==> src/rtl/multi_channel_delay_line.sv <==
// multi_channel_delay_line: N independent shift-register delay lanes with runtime-selectable tap
//
// Each channel is a MAX_DELAY-stage pipeline of {valid, data}. The output tap
// is stage[cur_delay-1], so a sample captured on edge t is visible right after
// edge t+cur_delay-1. Loading a new delay, or flushing, drops every valid tag of
// the affected channel(s), including the sample entering on that edge, so a
// retune can never replay or skip a sample marked valid.
//
// Optional build macro: DELAY_LINE_PARITY_EN
//   When defined, every stage carries an even-parity bit of the captured data,
//   and the output tap checks it. A sticky parity_err bit per channel is set by
//   any valid output with a mismatch and is cleared only by reset.
//
// Ports:
//   clock       rising-edge clock
//   reset       asynchronous active-low reset
//   data_in     NUM_CHANNELS*DATA_WIDTH input samples, channel c at [c*DATA_WIDTH +: DATA_WIDTH]
//   valid_in    per-channel input qualifier
//   delay_sel   NUM_CHANNELS*DSEL_W requested delay (clamped to 1..MAX_DELAY)
//   load_delay  per-channel strobe that latches delay_sel
//   flush       synchronous clear of all valid tags
//   data_out    delayed data per channel
//   valid_out   delayed valid per channel
//   busy        per-channel OR of all stage valid tags
//   cur_delay   active delay per channel
//   parity_err  (parity build only) sticky per-channel parity error
module multi_channel_delay_line #(
    parameter int DATA_WIDTH   = 16,
    parameter int NUM_CHANNELS = 2,
    parameter int MAX_DELAY    = 8,
    localparam int DSEL_W      = $clog2(MAX_DELAY + 1)
) (
    input  logic                               clock,
    input  logic                               reset,
    input  logic [NUM_CHANNELS*DATA_WIDTH-1:0] data_in,
    input  logic [NUM_CHANNELS-1:0]            valid_in,
    input  logic [NUM_CHANNELS*DSEL_W-1:0]     delay_sel,
    input  logic [NUM_CHANNELS-1:0]            load_delay,
    input  logic                               flush,
    output logic [NUM_CHANNELS*DATA_WIDTH-1:0] data_out,
    output logic [NUM_CHANNELS-1:0]            valid_out,
    output logic [NUM_CHANNELS-1:0]            busy,
`ifdef DELAY_LINE_PARITY_EN
    output logic [NUM_CHANNELS-1:0]            parity_err,
`endif
    output logic [NUM_CHANNELS*DSEL_W-1:0]     cur_delay
);

    logic [DATA_WIDTH-1:0] data_q [NUM_CHANNELS][MAX_DELAY];
    logic [DATA_WIDTH-1:0] data_d [NUM_CHANNELS][MAX_DELAY];
    logic [MAX_DELAY-1:0]  vld_q  [NUM_CHANNELS];
    logic [MAX_DELAY-1:0]  vld_d  [NUM_CHANNELS];
    logic [DSEL_W-1:0]     dly_q  [NUM_CHANNELS];
    logic [DSEL_W-1:0]     dly_d  [NUM_CHANNELS];

    always_comb begin
        data_d = data_q;
        vld_d  = vld_q;
        dly_d  = dly_q;
        for (int c = 0; c < NUM_CHANNELS; c++) begin
            data_d[c][0] = data_in[c*DATA_WIDTH +: DATA_WIDTH];
            for (int k = 1; k < MAX_DELAY; k++)
                data_d[c][k] = data_q[c][k-1];
            // a retune or flush invalidates the whole lane, incoming sample included
            vld_d[c] = (flush || load_delay[c]) ? '0
                     : {vld_q[c][MAX_DELAY-2:0], valid_in[c]};
            if (load_delay[c])
                dly_d[c] = (delay_sel[c*DSEL_W +: DSEL_W] == '0) ? DSEL_W'(1)
                         : (delay_sel[c*DSEL_W +: DSEL_W] > DSEL_W'(MAX_DELAY)) ? DSEL_W'(MAX_DELAY)
                         : delay_sel[c*DSEL_W +: DSEL_W];
        end
    end

    always_ff @(posedge clock or negedge reset) begin
        if (!reset) begin
            data_q <= '{default: '0};
            vld_q  <= '{default: '0};
            dly_q  <= '{default: DSEL_W'(MAX_DELAY)};
        end else begin
            data_q <= data_d;
            vld_q  <= vld_d;
            dly_q  <= dly_d;
        end
    end

    // tap mux: registered stages only, so there is no input-to-output path
    always_comb begin
        data_out  = '0;
        valid_out = '0;
        busy      = '0;
        cur_delay = '0;
        for (int c = 0; c < NUM_CHANNELS; c++) begin
            busy[c] = |vld_q[c];
            cur_delay[c*DSEL_W +: DSEL_W] = dly_q[c];
            for (int k = 0; k < MAX_DELAY; k++) begin
                if (dly_q[c] == DSEL_W'(k + 1)) begin
                    data_out[c*DATA_WIDTH +: DATA_WIDTH] = data_q[c][k];
                    valid_out[c] = vld_q[c][k];
                end
            end
        end
    end

`ifdef DELAY_LINE_PARITY_EN
    logic [MAX_DELAY-1:0]    par_q [NUM_CHANNELS];
    logic [MAX_DELAY-1:0]    par_d [NUM_CHANNELS];
    logic [NUM_CHANNELS-1:0] par_tap;
    logic [NUM_CHANNELS-1:0] perr_q;
    logic [NUM_CHANNELS-1:0] perr_d;

    always_comb begin
        par_tap = '0;
        perr_d  = perr_q;
        for (int c = 0; c < NUM_CHANNELS; c++) begin
            par_d[c] = {par_q[c][MAX_DELAY-2:0], ^data_in[c*DATA_WIDTH +: DATA_WIDTH]};
            for (int k = 0; k < MAX_DELAY; k++)
                if (dly_q[c] == DSEL_W'(k + 1))
                    par_tap[c] = par_q[c][k];
            if (valid_out[c] && (par_tap[c] != ^data_out[c*DATA_WIDTH +: DATA_WIDTH]))
                perr_d[c] = 1'b1;
        end
    end

    always_ff @(posedge clock or negedge reset) begin
        if (!reset) begin
            par_q  <= '{default: '0};
            perr_q <= '0;
        end else begin
            par_q  <= par_d;
            perr_q <= perr_d;
        end
    end

    assign parity_err = perr_q;
`endif

endmodule

==> config.mk <==
export PLATFORM = sky130hd
export DESIGN_NAME = multi_channel_delay_line
export DESIGN_NICKNAME = d
export VERILOG_FILES = /design/src/rtl/multi_channel_delay_line.sv
export SDC_FILE = /design/constraint.sdc
export NUM_CORES = 1
export LEC_CHECK = 0
export CAP_MARGIN = 20
export CORE_ASPECT_RATIO = 0.8
export CORE_MARGIN = 1
export CORE_UTILIZATION = 50
export DETAILED_ROUTE_END_ITERATION = 7
export DONT_BUFFER_PORTS = 1
export PLACE_DENSITY_LB_ADDON = 0.05
export SYNTH_ARGS = -nofsm -noshare
export SYNTH_HDL_FRONTEND = slang
export SYNTH_SLANG_ARGS = --single-unit
export TNS_END_PERCENT = 50
==> constraint.sdc <==
create_clock -name clock -period 2.4 [get_ports clock]
set_clock_uncertainty 0.2 [all_clocks]
set_input_delay 0.12 -clock clock [delete_from_list [all_inputs] [get_ports clock]]
set_output_delay 0.12 -clock clock [all_outputs]
set_load 0.02 [all_outputs]
==> results.md <==
* Status: finished with violations
* Failing checks: hold timing, setup timing
* Startpoint Class: flop
* Fin. Hold Viols at 280
* Post-CTS Hold Fix Bufs at 82
* P per Cell Area at 856 mW/mm2
* Syn Inst Count at 731
* Sequential fraction of the synthesis area at 0.715
* Area growth syn-to-layout at 31.8%
* Crit path time final at 2.65 ns
* Crit path max fanout at 6
* Die area at 0.0202 mm2
* Row cnt at 45
* Max Clock Freq at 377 MHz
* Max-slew violations at 0
* Leading cell type in the layout, fill and taps excluded: dfrtp_1
* RSZ-0062 raised after global routing: true
* Synth area leader: dfrtp_1
* Horiz. Die Dim at 159 um
* Post-route DRC at 0
* Initial DRC count at 438
* Die Y at 127 um
* # setup viols final at 34
* Initial cell density of the core at 0.514
* Placer Congestion at 0.825
* Vias in the first global route at 6616
* Layout cells sized above 1 at 0.222
* Mapped Area at 0.00981 mm2
* Mean routed wirelength per cell at 19.9 um
* Critical path required time at 2.08 ns
* Antenna violations before repair at 1
* Global-route wire length before repair at 36000 um
* Yosys Warn Count at 0
* Detailed Routing Iterations Pass 1 at 5
* H-tree depth at 1
* Max clock buf depth at 3
* Largest net degree at the start of global routing at 281
* Port Buffers at 0
* CTS tree: built
* Slew margin rel. at 0.399
* Final period util at 1.11
* Synthesized flop and latch total at 280
* Number of max-cap violations at 0
* Clock transition at path regs at 0.06 ns
* HP Class: input port to async pin
* Overall routing resource usage at 0.232
* Area of the core at 0.0191 mm2
* Top cells by area, synth: dfrtp_1 71%, a21oi_1 3.0%, o22ai_1 2.6%, o21ai_0 2.4%, o2bb2ai_1 2.2%
* Syn Nets at 778
* Clk sinks at 280
* Crit Path Class: flop to primary output
* Remaining antenna violation count at 0
* Final Routed Wirelength at 22900 um
* Unique cell type count in the Yosys netlist at 40
* Path depth of the worst reg2reg path at 5
* Hold slack at -0.912 ns
* Clk_lat worst skew at 0.53 ns
* Top-Level Pins at 91
* Grt ovf at 0
* CTS Buf Count at 27
* Vias per cell at 5.66
* CP arrival at 2.33 ns
* Commonest non-fill, non-tap cells in the layout: 273 x dfrtp_1, 82 x dlygate4sd3_1, 54 x a21oi_1
* Routed vias at 6516
* Dpl ws at 0.0990 ns
* Mean Syn Cell Area at 13.4 um2
* Layout Nets at 918
* Final WS setup at -0.253 ns
* Top-area cell type share of the netlist area at 0.709
* Maximum VDD drop at 0.619 mV
* Root buf cell: clkbuf_16
* Hpwl dp at 12500 um
* CP endpoint kind: primary output
* Static Leak at 0.00542 uW
* Worst Tran Pin Value at 0.902 ns
-- routing by layer --
| metal | up-vias | wire length, um | track usage |
|---|---|---|---|
| li1 | 2943 | - | - |
| met1 | 3350 | 11100 | 0.358 |
| met2 | 185 | 10000 | 0.343 |
| met3 | 38 | 1190 | 0.0373 |
| met4 | 0 | 505 | 0.0628 |
| met5 | - | 0 | 0 |
-- layout make-up --
cell class / count / area [um2]
flip-flops and latches: 280 / 7020
clock inverters: 21 / 263
multi-input cells: 391 / 2830
diodes: 1 / 2.50
repair buffers: 159 / 1750
fillers: 1359 / 6160
clock buffers: 29 / 693
inverters: 12 / 51.3
well taps: 258 / 323
-- what timing repair did --
action | 4_1_cts | 5_1_grt
gates cloned | 7 | 2
setup buffers | 12 | 6
gates resized for setup | 78 | 42
hold endpoints to repair | 336 | 280
pin swaps | 32 | 21
endpoints found under the setup margin | 34 | 34
-- worst max-delay path, cell delays in order (launching register included) --
cell and delay (ns):
dfstp_2 0.53, or4b_4 0.49, o21ai_4 0.14, clkbuf_16 0.21, a211oi_1 0.05, a211oi_2 0.20
buf_4 0.18
-- path summary, 6_finish.rpt --
kind / start / slack (ns) / endpoint
worst max-delay path: cur_delay[7] / -0.25 / data_out[22]
max in group asynchronous: reset / 2.17 / data_d[198]
worst min register to register: data_d[56] / 0.17 / data_d[40]
worst min-delay path: reset / -0.91 / data_q[130]
worst max register to register: cur_delay[4] / 0.46 / cur_delay[4]
min in group clock: delay_sel[7] / 0.11 / cur_delay[7]
-- synth_stat cells, drive strengths merged --
| master | n |
|---|---|
| nand2 | 35 |
| a31oi | 9 |
| a2bb2oi | 3 |
| nand3b | 5 |
| nor3b | 1 |
| nor2b | 2 |
| or3b | 1 |
| clkbuf | 30 |
| a221o | 12 |
| inv | 12 |
| and2b | 1 |
| or4b | 1 |
| o21a | 3 |
| dfrtp | 278 |
| nor4 | 4 |
| or2 | 2 |
| and2 | 15 |
| o21ai | 50 |
| and3 | 1 |
| o211ai | 7 |
| nor2 | 12 |
| dfstp | 2 |
| mux2 | 3 |
| buf | 18 |
| a21oi | 59 |
| o221ai | 13 |
| nand3 | 4 |
| nor3 | 4 |
| mux2i | 19 |
| nand2b | 34 |
| o2bb2ai | 25 |
| o22ai | 40 |
| a211oi | 26 |
-- through the flow --
step                      cell area (um2)  setup TNS, ns  utilization  total power, uW  cells
after floorplan                      9810              0            -             5890    731
after global placement              10400              0        0.544             6250    991
after detailed placement            10400              0        0.544             6270    991
after CTS                           12700          -4.91        0.664            11100   1142
after global routing                12900          -6.72        0.677            11500   1150
final                               12900          -4.17        0.677            11100   1151
-- state kept, by name, summed over array words and instances (netlist names) --
name and cells:
cur_delay 8, data_q 32, data_d 224, vld_q 16
-- logic make-up (layout without fill, tap and decap cells) --
| logic type | Yosys count | count (layout) | synth area share |
|---|---|---|---|
| DFF | 280 | 280 | 0.715 |
| AOI/OAI and AO/OA | 247 | 247 | 0.169 |
| and+or+nand+nor | 122 | 122 | 0.0667 |
| buffers and inverters | 60 | 221 | 0.0268 |
| muxes | 22 | 22 | 0.0228 |
| other | 0 | 1 | 0 |
-- power breakdown --
part           total (uW)  leakage, uW  switching [uW]  internal (uW)
Sequential           5100      0.00330             146           4960
Clock                4460     0.000443            1880           2580
Combinational        1500      0.00168             795            705
(Power assumes the default switching activity.)
